**src/rtl/riscv_ctrl_pkg.sv**
```systemverilog
// Shared encodings for the multi-cycle RV32I control path.
package riscv_ctrl_pkg;

    localparam int unsigned OPCODE_W = 7;
    localparam int unsigned FUNCT3_W = 3;
    localparam int unsigned ALUCTL_W = 3;

    typedef enum logic [3:0] {
        FETCH    = 4'd0,
        DECODE   = 4'd1,
        MEMADR   = 4'd2,
        MEMREAD  = 4'd3,
        MEMWB    = 4'd4,
        MEMWRITE = 4'd5,
        EXECR    = 4'd6,
        EXECI    = 4'd7,
        ALUWB    = 4'd8,
        BEQ      = 4'd9,
        JAL      = 4'd10,
        TRAP     = 4'd11
    } state_e;

    localparam logic [OPCODE_W-1:0] OP_LOAD   = 7'b0000011;
    localparam logic [OPCODE_W-1:0] OP_STORE  = 7'b0100011;
    localparam logic [OPCODE_W-1:0] OP_RTYPE  = 7'b0110011;
    localparam logic [OPCODE_W-1:0] OP_ITYPE  = 7'b0010011;
    localparam logic [OPCODE_W-1:0] OP_BRANCH = 7'b1100011;
    localparam logic [OPCODE_W-1:0] OP_JAL    = 7'b1101111;

    typedef enum logic [1:0] {
        ALUOP_ADD   = 2'b00,
        ALUOP_SUB   = 2'b01,
        ALUOP_FUNCT = 2'b10
    } alu_op_e;

    typedef enum logic [ALUCTL_W-1:0] {
        ALU_ADD = 3'b000,
        ALU_SUB = 3'b001,
        ALU_AND = 3'b010,
        ALU_OR  = 3'b011,
        ALU_SLT = 3'b101
    } alu_ctl_e;

    typedef enum logic [1:0] {
        RES_ALUOUT    = 2'b00,
        RES_DATA      = 2'b01,
        RES_ALURESULT = 2'b10
    } result_src_e;

    typedef enum logic [1:0] {
        SRCA_PC    = 2'b00,
        SRCA_OLDPC = 2'b01,
        SRCA_RS1   = 2'b10
    } src_a_e;

    typedef enum logic [1:0] {
        SRCB_RS2  = 2'b00,
        SRCB_IMM  = 2'b01,
        SRCB_FOUR = 2'b10
    } src_b_e;

    typedef enum logic [1:0] {
        IMM_I = 2'b00,
        IMM_S = 2'b01,
        IMM_B = 2'b10,
        IMM_J = 2'b11
    } imm_src_e;

    // Immediate format selected purely from the opcode, independent of state.
    function automatic imm_src_e imm_src_for(input logic [OPCODE_W-1:0] op);
        case (op)
            OP_STORE:  return IMM_S;
            OP_BRANCH: return IMM_B;
            OP_JAL:    return IMM_J;
            default:   return IMM_I;
        endcase
    endfunction

endpackage

```
**src/rtl/ALUDecoder.sv**
```systemverilog
// Maps ALUOp plus funct fields onto the ALU operation select.
module ALUDecoder
    import riscv_ctrl_pkg::*;
(
    input  alu_op_e                  alu_op_i,
    input  logic [FUNCT3_W-1:0]      funct3_i,
    input  logic                     funct7b5_i,
    input  logic                     op5_i,
    output logic [ALUCTL_W-1:0]      alu_control_o
);

    // Only R-type (op[5]=1) with funct7[5] set turns funct3=000 into sub.
    always_comb begin
        alu_control_o = ALU_ADD;
        case (alu_op_i)
            ALUOP_SUB: alu_control_o = ALU_SUB;
            ALUOP_FUNCT: begin
                case (funct3_i)
                    3'b000:  alu_control_o = (funct7b5_i && op5_i) ? ALU_SUB : ALU_ADD;
                    3'b010:  alu_control_o = ALU_SLT;
                    3'b110:  alu_control_o = ALU_OR;
                    3'b111:  alu_control_o = ALU_AND;
                    default: alu_control_o = ALU_ADD;
                endcase
            end
            default: alu_control_o = ALU_ADD;
        endcase
    end

endmodule

```
**src/rtl/multicycle_controller.sv**
```systemverilog
// Control FSM sequencing the shared-ALU, unified-memory RV32I datapath.
module multicycle_controller
    import riscv_ctrl_pkg::*;
#(
    parameter int unsigned INSTR_WIDTH = 32
) (
    input  logic                   clk_i,
    input  logic                   rst_n_i,
    input  logic [INSTR_WIDTH-1:0] instr_i,
    input  logic                   zero_i,
    input  logic                   mem_ready_i,
    output logic                   MemReq_o,
    output logic                   MemWrite_o,
    output logic                   AdrSrc_o,
    output logic                   IRWrite_o,
    output logic                   PCWrite_o,
    output logic                   RegWrite_o,
    output logic [1:0]             ResultSrc_o,
    output logic [1:0]             ALUSrcA_o,
    output logic [1:0]             ALUSrcB_o,
    output logic [ALUCTL_W-1:0]    ALUControl_o,
    output logic [1:0]             ImmSrc_o,
    output logic                   retire_o,
    output logic                   halt_o
);

    state_e                state_q, state_d;
    logic [OPCODE_W-1:0]   opcode;
    logic [FUNCT3_W-1:0]   funct3;
    logic                  funct7b5;
    logic                  unused_instr_bits;

    logic        mem_req_c, mem_write_c, adr_src_c, ir_write_c, pc_write_c;
    logic        reg_write_c, retire_c, halt_c;
    result_src_e result_src_c;
    src_a_e      src_a_c;
    src_b_e      src_b_c;
    alu_op_e     alu_op_c;

    assign opcode   = instr_i[6:0];
    assign funct3   = instr_i[14:12];
    assign funct7b5 = instr_i[30];
    assign unused_instr_bits = ^{instr_i[INSTR_WIDTH-1:31], instr_i[29:15], instr_i[11:7]};

    // State register; reset drops back to FETCH and abandons any instruction.
    always_ff @(posedge clk_i or negedge rst_n_i) begin
        if (!rst_n_i) begin
            state_q <= FETCH;
        end else begin
            state_q <= state_d;
        end
    end

    // Next-state and output decode; Moore except the ready/zero gated terms.
    always_comb begin
        state_d      = state_q;
        mem_req_c    = 1'b0;
        mem_write_c  = 1'b0;
        adr_src_c    = 1'b0;
        ir_write_c   = 1'b0;
        pc_write_c   = 1'b0;
        reg_write_c  = 1'b0;
        retire_c     = 1'b0;
        halt_c       = 1'b0;
        result_src_c = RES_ALUOUT;
        src_a_c      = SRCA_PC;
        src_b_c      = SRCB_RS2;
        alu_op_c     = ALUOP_ADD;
        case (state_q)
            FETCH: begin
                mem_req_c    = 1'b1;
                src_a_c      = SRCA_PC;
                src_b_c      = SRCB_FOUR;
                result_src_c = RES_ALURESULT;
                if (mem_ready_i) begin
                    ir_write_c = 1'b1;
                    pc_write_c = 1'b1;
                    state_d    = DECODE;
                end
            end
            DECODE: begin
                src_a_c = SRCA_OLDPC;
                src_b_c = SRCB_IMM;
                case (opcode)
                    OP_LOAD, OP_STORE: state_d = MEMADR;
                    OP_RTYPE:          state_d = EXECR;
                    OP_ITYPE:          state_d = EXECI;
                    OP_BRANCH:         state_d = BEQ;
                    OP_JAL:            state_d = JAL;
                    default:           state_d = TRAP;
                endcase
            end
            MEMADR: begin
                src_a_c = SRCA_RS1;
                src_b_c = SRCB_IMM;
                state_d = (opcode == OP_STORE) ? MEMWRITE : MEMREAD;
            end
            MEMREAD: begin
                mem_req_c = 1'b1;
                adr_src_c = 1'b1;
                if (mem_ready_i) state_d = MEMWB;
            end
            MEMWB: begin
                result_src_c = RES_DATA;
                reg_write_c  = 1'b1;
                retire_c     = 1'b1;
                state_d      = FETCH;
            end
            MEMWRITE: begin
                mem_req_c   = 1'b1;
                mem_write_c = 1'b1;
                adr_src_c   = 1'b1;
                if (mem_ready_i) begin
                    retire_c = 1'b1;
                    state_d  = FETCH;
                end
            end
            EXECR: begin
                src_a_c  = SRCA_RS1;
                src_b_c  = SRCB_RS2;
                alu_op_c = ALUOP_FUNCT;
                state_d  = ALUWB;
            end
            EXECI: begin
                src_a_c  = SRCA_RS1;
                src_b_c  = SRCB_IMM;
                alu_op_c = ALUOP_FUNCT;
                state_d  = ALUWB;
            end
            ALUWB: begin
                reg_write_c = 1'b1;
                retire_c    = 1'b1;
                state_d     = FETCH;
            end
            BEQ: begin
                src_a_c    = SRCA_RS1;
                src_b_c    = SRCB_RS2;
                alu_op_c   = ALUOP_SUB;
                pc_write_c = zero_i;
                retire_c   = 1'b1;
                state_d    = FETCH;
            end
            JAL: begin
                src_a_c    = SRCA_OLDPC;
                src_b_c    = SRCB_FOUR;
                pc_write_c = 1'b1;
                state_d    = ALUWB;
            end
            TRAP: begin
                halt_c = 1'b1;
            end
            default: state_d = FETCH;
        endcase
    end

    ALUDecoder u_alu_decoder (
        .alu_op_i      (alu_op_c),
        .funct3_i      (funct3),
        .funct7b5_i    (funct7b5),
        .op5_i         (opcode[5]),
        .alu_control_o (ALUControl_o)
    );

    // Reset must silence every enable at once, even before the state flop settles.
    assign MemReq_o    = mem_req_c   & rst_n_i;
    assign MemWrite_o  = mem_write_c & rst_n_i;
    assign AdrSrc_o    = adr_src_c;
    assign IRWrite_o   = ir_write_c  & rst_n_i;
    assign PCWrite_o   = pc_write_c  & rst_n_i;
    assign RegWrite_o  = reg_write_c & rst_n_i;
    assign retire_o    = retire_c    & rst_n_i;
    assign halt_o      = halt_c      & rst_n_i;
    assign ResultSrc_o = result_src_c;
    assign ALUSrcA_o   = src_a_c;
    assign ALUSrcB_o   = src_b_c;
    assign ImmSrc_o    = imm_src_for(opcode);

endmodule
```
**config.mk**
```make
export PLATFORM = sky130hd
export DESIGN_NAME = multicycle_controller
export DESIGN_NICKNAME = d
export VERILOG_FILES = /design/src/rtl/riscv_ctrl_pkg.sv /design/src/rtl/ALUDecoder.sv /design/src/rtl/multicycle_controller.sv
export SDC_FILE = /design/constraint.sdc
export NUM_CORES = 1
export LEC_CHECK = 0
export CAP_MARGIN = 20
export CORE_MARGIN = 2
export CORE_UTILIZATION = 35
export CTS_CLUSTER_SIZE = 10
export DETAILED_ROUTE_END_ITERATION = 6
export PLACE_DENSITY_LB_ADDON = 0.3
export RECOVER_POWER = 50
export SYNTH_ARGS = -nofsm -noshare
export SYNTH_HDL_FRONTEND = slang
export SYNTH_SLANG_ARGS = --single-unit
export TNS_END_PERCENT = 50
```
**constraint.sdc**
```tcl
create_clock -name clk_i -period 3.4 [get_ports clk_i]
set_input_delay 0.51 -clock clk_i [delete_from_list [all_inputs] [get_ports clk_i]]
set_output_delay 0.51 -clock clk_i [all_outputs]
set_load 0.05 [all_outputs]
```
==> flow_summary.json, run 1 <==
{
  "syn_area_um2": 687,
  "rows": 16,
  "min_path_type": "primary input to asynchronous set/reset pin",
  "cts_root_buf": "clkbuf_4",
  "r2r_cells": 4,
  "power.density_nw_per_um2": 910,
  "cts_tree": "done",
  "setup_viol": 0,
  "via_per_inst": 5.01,
  "yosysTopAreaCell": "dfrtp_1",
  "grt_antenna_before_repair": 0,
  "diodes": 0,
  "clk_path_buf_depth": 2,
  "first_iter_violations": 6,
  "clk_latency_ns": 0.23,
  "routed_wl_um": 1690,
  "ir_drop_v": 0.000446,
  "reg2reg_to": "state_q[0]",
  "grt_pass1_wl_um": 2940,
  "r2r-start": "state_q[3]",
  "status": "finished, final reports clean",
  "grt_setup_unrepaired": "false",
  "fin_crit_sh_pct": 91.2,
  "leakage_nw": 0.445,
  "core-area_um2": 1900,
  "fin_setup_tns_ns": 0,
  "clkSlewWorstSetupHoldPaths_ns": 0.04,
  "io_pins": 55,
  "dieArea_um2": 2330,
  "crit_required_ns": 2.89,
  "drc_errors": 0,
  "die_x_um": 48.3,
  "route.vias.total": 776,
  "placed_area_um2": 1010,
  "worst-endpoint-arrival_ns": 2.59,
  "reg2reg_slack_ns": 1.87,
  "grt_pass1_vias": 728,
  "grt_use_total_pct": 15.2,
  "syn_inst": 94,
  "worst_pin_slew_ns": 0.514,
  "cts.sinks": 4,
  "cts-htree-levels": 1,
  "portBuffers": 33,
  "synth.area.top_cells": "dfrtp_1 15%, clkbuf_8 6.0%, nor2_1 6.0%",
  "cp-start-kind": "register",
  "largest-register": "state_q",
  "grt-ovfl-total": 0,
  "synth_top_area_share_pct": 14.6,
  "max_freq_ghz": 0.323,
  "cap_violations": 0,
  "ys_seq_area_share_pct": 14.6,
  "ys_types": 37,
  "yosysWarnings": 0,
  "final-max-slew-violation-count": 0,
  "yosys_register_bits": 4,
  "num-nets-final": 168,
  "initial_utilization_pct": 36.1,
  "die_h_um": 48.3,
  "syn_avg_cell_area_um2": 7.31,
  "fin_area_um2": 1030,
  "crit_end": "ALUControl_o[0]",
  "area_growth_pct": 49.9,
  "gp_congestion": 0.795,
  "slew-limit-headroom_pct": 65.7,
  "largestRegisters": "state_q: 4 flops",
  "cts_made_buffers": 3,
  "skew_ns": 0.00493,
  "fin_crit_ns": 3.10,
  "path_max_fanout": 14,
  "drive_gt1_share_pct": 7.03,
  "synth_nets": 132,
  "end_kind": "output port",
  "grt_max_degree": 20,
  "dp_hpwl_um": 1340,
  "path_class": "register to output port",
  "routedWlPerCell_um": 10.9,
  "ant_nets": 0,
  "total_power_mw": 0.937,
  "largest_register_ffs": 4,
  "hold_violations": 0,
  "dr.pass1.iters": 4,
  "crit_path_start": "state_q[2]"
}
synthesized netlist by cell type:
cell       instances
or3_4              1
a21oi_1            6
buf_2              1
inv_1              5
nor2_2             1
buf_6              2
clkbuf_8           3
or2b_1             1
dfrtp_1            4
nor3b_1            5
mux2i_1            1
a311oi_2           1
xor2_1             1
a211oi_1           1
ha_1               2
a31oi_1            3
nor2b_1            6
o211a_1            1
a2111oi_0          1
a211o_1            1
and2_1             1
nor3_1             5
and4_1             1
nand2b_1           5
and3_1             2
a41oi_1            1
nor4_1             1
nor2_1            11
nand2_1            8
nand3b_1           1
a21boi_0           1
o22a_2             1
o21ai_0            3
nand3_1            1
o21bai_1           2
xnor2_1            2
nand4b_1           1
critical path: stages (launching register included):
cell and delay [ns]:
dfrtp_1 0.58, nor2b_1 0.33, and2_1 0.20, inv_1 0.05, ha_1 0.29, nor2_1 0.10
clkdlybuf4s50_1 0.80
repair_timing:
item | in CTS | in global routing
endpoints found under the hold margin | 0 | 0
buffers inserted | 0 | 0
hold buffers | 0 | 0
gates resized for setup | 0 | 1
setup endpoints to repair | 0 | 1
layer usage:
| metal | up-vias | wire length (µm) | GRT usage, % |
|---|---|---|---|
| met2 | 21 | 821 | 28.0 |
| li1 | 399 | - | - |
| met5 | - | 0 | 0 |
| met1 | 356 | 791 | 17.9 |
| met4 | 0 | 0 | 2.86 |
| met3 | 0 | 79 | 3.70 |
where the power goes:
group          switching [mW]  internal [mW]
registers              0.0423         0.0705
logic                   0.488          0.278
clock network          0.0188         0.0394
total                   0.549          0.388
cells in the final DEF (no fill, tap or decap), types with 2 or more instances in the layout:
master / count
o21ai_0: 3
nor2b_1: 6
nor3b_1: 5
nor2_1: 12
o21bai_1: 2
ha_1: 2
nor3_1: 5
dlygate4sd3_1: 8
clkdlybuf4s50_1: 24
nand2b_1: 5
a21oi_1: 6
and3_1: 2
dfrtp_1: 4
xnor2_1: 2
a31oi_1: 3
nand2_1: 8
buf_4: 4
clkbuf_4: 3
inv_1: 5
how the worst min path moves through the flow:
| stage | start | end | slack (ns) | cells after the start |
|---|---|---|---|---|
| after floorplan | rst_n_i | state_q[0] | 0.21 | 0 |
| after global placement | state_q[1] | state_q[2] | 0.62 | 2 |
| after detailed placement | state_q[1] | state_q[2] | 0.63 | 2 |
| after CTS | rst_n_i | state_q[2] | 0.55 | 1 |
| after global routing | rst_n_i | state_q[2] | 0.64 | 1 |
| final | rst_n_i | state_q[2] | 0.63 | 1 |
layout make-up:
class / instances / area, µm²
multi-input combinational: 79 / 492
sequential: 4 / 100
clock buffer: 3 / 22.5
inverter: 5 / 18.8
timing repair buffer: 37 / 363
fill: 194 / 872
tap: 27 / 33.8
stage by stage:
stage | hold slack (ns) | util (%) | std cells | worst slack [ns]
6_report | 0.627 | 54.1 | 155 | 0.300
5_1_grt | 0.636 | 54.1 | 155 | 0.0807
4_1_cts | 0.555 | 54.4 | 155 | 0.156
3_5_place_dp | 0.633 | 53.2 | 152 | 0.415
3_3_place_gp | 0.623 | 53.2 | 152 | 0.468
2_1_floorplan | 0.214 | - | 94 | 0.478
kinds of logic after synthesis:
logic type	synth area share, %
AND/OR/NAND/NOR	41.2
adder cells (fa/ha/maj)	3.64
buffers and inverters	12.7
AO/OA/AOI/OAI	22.6
XOR/XNOR	3.83
multiplexers	1.46
flip-flops	14.6
Power figures use the tool's default switching activity.
==> run 2: changes to the inputs <==
--- a/config.mk
+++ b/config.mk
@@ -7,7 +7,8 @@
 export LEC_CHECK = 0
 export CAP_MARGIN = 20
 export CORE_MARGIN = 2
-export CORE_UTILIZATION = 35
+export CORE_UTILIZATION = 36
+export CTS_BUF_LIST = sky130_fd_sc_hd__clkbuf_8
 export CTS_CLUSTER_SIZE = 10
 export DETAILED_ROUTE_END_ITERATION = 6
 export PLACE_DENSITY_LB_ADDON = 0.3
==> run 2 against run 1 <==
Compared with the run above: first-iteration DRC count increased by 67%; highest routed layer is now met4; worst hold slack got worse by 0.00061 ns; maximum frequency decreased by 3.5%; combinational power increased by 3.4%; critical endpoint is now ALUControl_o[1]; clock power increased by 74%; cell count decreased by 0.65%.
==> flow_summary.json, run 2 (synthesized netlist as in run 1, its figures left out) <==
{
  "die_x_um": 47.7,
  "largest-register": "state_q",
  "diodes": 0,
  "die_h_um": 47.7,
  "nFillCells": 173,
  "io_pins": 55,
  "cts.sinks": 4,
  "fin_crit_sh_pct": 94.4,
  "route.vias.total": 789,
  "cp-start-kind": "register",
  "clkSlewWorstSetupHoldPaths_ns": 0.03,
  "gp_congestion": 0.828,
  "largestRegisters": "state_q: 4 flops",
  "final-max-slew-violation-count": 0,
  "grt_max_degree": 20,
  "post_cts_buffers": 0,
  "cts-htree-levels": 1,
  "cts_tree": "done",
  "ir_drop_v": 0.000368,
  "power.density_nw_per_um2": 945,
  "final_common_cell": "clkdlybuf4s50_1",
  "grt_pass1_wl_um": 2800,
  "first_iter_violations": 10,
  "skew_ns": 0.00119,
  "grt_setup_unrepaired": "false",
  "area_growth_pct": 53.7,
  "hold_violations": 0,
  "drc_errors": 0,
  "cts-hold-fix-buffers": 0,
  "swShare_pct": 56.8,
  "leakage_nw": 0.440,
  "clockPowerShare_pct": 10.1,
  "portBuffers": 33,
  "path_class": "register to output port",
  "fin_setup_tns_ns": 0,
  "clk_latency_ns": 0.22,
  "routedWlPerCell_um": 11.9,
  "cts_made_buffers": 3,
  "largest_register_ffs": 4,
  "initial_utilization_pct": 38.9,
  "grt_pass1_vias": 689,
  "dieArea_um2": 2270,
  "crit_required_ns": 2.89,
  "setup_viol": 0,
  "via_per_inst": 5.12,
  "worst_pin_slew_ns": 0.503,
  "p_comb_share_pct": 79.3,
  "cts_resized": 0,
  "drive_gt1_share_pct": 8.53,
  "utilization_pct": 59.9,
  "dr.pass1.iters": 4,
  "max_freq_ghz": 0.311,
  "grt-ovfl-total": 0,
  "clk_path_buf_depth": 2,
  "worst-endpoint-arrival_ns": 2.70,
  "p_int_mw": 0.431,
  "grt_use_total_pct": 18.3,
  "slew-limit-headroom_pct": 66.4,
  "grt_antenna_before_repair": 0,
  "routed_wl_um": 1830,
  "ant_nets": 0,
  "pwr-share-seq_pct": 10.5,
  "fin_crit_ns": 3.21,
  "path_max_fanout": 15,
  "layout_common_cells": "25 x clkdlybuf4s50_1, 12 x nor2_1, 8 x nand2_1, 8 x dlygate4sd3_1",
  "core-area_um2": 1760,
  "status": "finished, final reports clean",
  "dp_hpwl_um": 1400,
  "cap_violations": 0,
  "rows": 15,
  "power_switching_mw": 0.567,
  "num-nets-final": 169,
  "end_kind": "output port",
  "hold_slack_ns": 0.626,
  "min_path_type": "register to register",
  "cts_root_buf": "clkbuf_8"
}
run 2: cell count changes in the layout (fill, tap and decap cells not counted), sizes merged:
cell	delta
buf	+1
clkdlybuf4s50	+1
dlymetal6s2s	-1
run 2: through the flow:
step / cell area (µm²) / setup slack (ns) / power [mW] / cells
after floorplan: 687 / 0.478 / 0.720 / 94
after global placement: 1020 / 0.467 / 0.899 / 151
after detailed placement: 1020 / 0.407 / 0.908 / 151
after CTS: 1060 / 0.176 / 1.01 / 154
after global routing: 1060 / 0.0274 / 1.07 / 154
final: 1060 / 0.189 / 0.998 / 154
run 2: cell type report:
type	instances	area, µm²	area share [%]
Clock buffer	3	41.3	3.91
Tap cell	25	31.3	2.96
Inverter	5	18.8	1.78
Timing Repair Buffer	38	368	34.8
Multi-Input combinational cell	79	497	47.0
Sequential cell	4	100	9.48
run 2: final timing paths:
path                       startpoint  cells past startpoint  slack (ns)         endpoint
max                        state_q[3]                      6        0.19  ALUControl_o[1]
min                        state_q[1]                      2        0.63       state_q[2]
max reg2reg                state_q[3]                      4        1.83       state_q[0]
min reg2reg                state_q[1]                      2        0.63       state_q[2]
max in group asynchronous     rst_n_i                      1        2.51       state_q[0]
min in group asynchronous     rst_n_i                      1        0.64       state_q[1]
run 2: critical path, stage by stage (launching register included):
cell and delay [ns]:
dfrtp_1 0.62, nor2b_1 0.33, nand2_1 0.15, inv_1 0.08
ha_1 0.24, nor3b_1 0.22, clkdlybuf4s50_1 0.83
run 2: metal layers:
metal / GRT usage, % / routed length, µm
met5: 0 / 0
met4: 14.1 / 52
met1: 20.7 / 850
met3: 4.15 / 99
met2: 29.3 / 828
run 2: power groups by stage:
stage	Combinational, mW	Clock [mW]	Sequential [mW]
finish	0.792	0.101	0.105
global route	0.857	0.109	0.108
CTS	0.806	0.103	0.104
detailed placement	0.803	0	0.105
global placement	0.797	0	0.102
floorplan	0.632	0	0.0871
==> run 3: changes to the inputs <==
--- a/config.mk
+++ b/config.mk
@@ -6,7 +6,6 @@
 export NUM_CORES = 1
 export LEC_CHECK = 0
 export CAP_MARGIN = 20
-export CORE_MARGIN = 2
 export CORE_UTILIZATION = 36
 export CTS_BUF_LIST = sky130_fd_sc_hd__clkbuf_8
 export CTS_CLUSTER_SIZE = 10
==> constraint.sdc (replaced) <==
create_clock -name clk_i -period 3.7 [get_ports clk_i]
set_input_delay 0.74 -clock clk_i [delete_from_list [all_inputs] [get_ports clk_i]]
set_output_delay 0.74 -clock clk_i [all_outputs]
set_load 0.05 [all_outputs]
==> run 3 against run 2 <==
Compared with the run above: routed wire length shrank 8.0%; sequential cell count stayed put; worst hold slack better by 0.094 ns; total power shrank 9.2%; utilization decreased by 1.1 points; critical path type unchanged; critical endpoint unchanged; highest routed layer is now met3.
==> flow_summary.json, run 3 (synthesized netlist as in run 1, its figures left out) <==
{
  "end_kind": "output port",
  "reg2reg_slack_ns": 2.10,
  "utilization_pct": 58.7,
  "grt_pass1_vias": 664,
  "path_buf_inv": 2,
  "grt_pass1_wl_um": 2760,
  "grt_use_total_pct": 17.7,
  "final_common_cell": "clkdlybuf4s50_1",
  "grt_max_degree": 20,
  "nFillCells": 188,
  "cts_root_buf": "clkbuf_8",
  "dieArea_um2": 2090,
  "grt-ovfl-total": 0,
  "clockPowerShare_pct": 9.7,
  "post_cts_buffers": 0,
  "routedWlPerCell_um": 11.0,
  "cts-htree-levels": 1,
  "largestRegisters": "state_q: 4 flops",
  "num-nets-final": 168,
  "path_class": "register to output port",
  "min_path_type": "register to register",
  "area_growth_pct": 50.8,
  "worst_pin_slew_ns": 0.589,
  "io_pins": 55,
  "power_switching_mw": 0.514,
  "slew-limit-headroom_pct": 60.9,
  "status": "finished, final reports clean",
  "via_per_inst": 5.04,
  "cts_made_buffers": 3,
  "cp-start-kind": "register",
  "gp_congestion": 0.819,
  "core-area_um2": 1760,
  "p_int_mw": 0.392,
  "leakage_nw": 0.429,
  "ant_nets": 0,
  "slowest_stage": "clkdlybuf4s50_1",
  "critical-path-top-delay-family": "buffers and inverters",
  "grt_setup_unrepaired": "false",
  "cts_resized": 0,
  "fin_crit_sh_pct": 93.2,
  "cts-hold-fix-buffers": 0,
  "crit_required_ns": 2.96,
  "die_x_um": 45.7,
  "final-max-slew-violation-count": 0,
  "hold_violations": 0,
  "grt_antenna_before_repair": 0,
  "routed_wl_um": 1680,
  "path_cells": "nor2b_1, and2_1, inv_1, ha_1, nor3b_1, clkdlybuf4s50_1",
  "critPathMaxStageDelay_ns": 0.82,
  "skew_ns": 0.00282,
  "cts_tree": "done",
  "p_comb_share_pct": 77.4,
  "largest-register": "state_q",
  "pwr-share-seq_pct": 12.9,
  "power.density_nw_per_um2": 875,
  "max_freq_ghz": 0.290,
  "route.vias.total": 771,
  "layout_common_cells": "24 x clkdlybuf4s50_1, 12 x nor2_1, 8 x nand2_1",
  "setup_viol": 0,
  "worst-endpoint-arrival_ns": 2.71,
  "initial_utilization_pct": 38.9,
  "first_iter_violations": 24,
  "cap_violations": 0,
  "fin_crit_ns": 3.45,
  "path_max_fanout": 14,
  "drive_gt1_share_pct": 7.81,
  "clkSlewWorstSetupHoldPaths_ns": 0.03,
  "diodes": 0,
  "portBuffers": 33,
  "clk_latency_ns": 0.21,
  "largest_register_ffs": 4,
  "drc_errors": 0,
  "clk_path_buf_depth": 2,
  "ir_drop_v": 0.000440,
  "dr.pass1.iters": 4,
  "swShare_pct": 56.7,
  "die_h_um": 45.7,
  "fin_setup_tns_ns": 0,
  "dp_hpwl_um": 1320,
  "rows": 15,
  "cts.sinks": 4
}
==> run 3: changes by cell type in the layout (fill, tap and decap cells not counted) <==
| cell | change |
|---|---|
| clkdlybuf4s50_1 | -1 |
| dlygate4sd3_1 | -1 |
| buf_4 | -1 |
| clkbuf_1 | +2 |
==> run 3: final cells by class <==
class	instances	area (µm²)	share of cell area, %
inverters	5	18.8	1.81
clock buffers	3	41.3	3.99
flip-flops and latches	4	100	9.66
multi-input cells	79	497	47.9
well taps	25	31.3	3.02
repair buffers	37	348	33.6
==> run 3: final timing paths <==
path / from / endpoint / depth (start not counted)
max: state_q[2] / ALUControl_o[1] / 6
min: state_q[3] / state_q[2] / 1
max reg2reg: state_q[3] / state_q[0] / 4
min reg2reg: state_q[3] / state_q[2] / 1
max in group asynchronous: rst_n_i / state_q[1] / 2
min in group asynchronous: rst_n_i / state_q[3] / 2
==> run 3: power by group through the flow <==
stage | clock network (mW) | logic, mW | registers (mW)
detailed placement | 0 | 0.711 | 0.116
global placement | 0 | 0.702 | 0.115
CTS | 0.0914 | 0.715 | 0.115
floorplan | 0 | 0.581 | 0.0800
finish | 0.0882 | 0.701 | 0.117
global route | 0.0930 | 0.759 | 0.123
==> run 3: worst register-to-register path: stages (launching register included) <==
cell       delay (ns)
dfrtp_1          0.61
nor2b_1          0.12
nand2b_1         0.16
a2111oi_0        0.47
a211o_1          0.17
==> run 3: metal layers <==
metal	vias up	GRT usage [%]	routed length, µm
met2	21	30.9	869
met5	-	0	0
met3	0	1.19	64
met1	346	23.0	749
met4	0	5.45	0
li1	404	-	-
==> run 3: metrics by stage <==
stage                     std cells  instance area (µm²)  power, mW  hold slack [ns]  setup slack [ns]
final                           153                 1040      0.906            0.720             0.251
after global routing            153                 1040      0.975            0.764             0.127
after floorplan                  94                  687      0.661            0.444             0.548
after CTS                       153                 1050      0.921            0.714             0.272
after detailed placement        150                 1000      0.827            0.711             0.421
after global placement          150                 1000      0.817            0.713             0.431
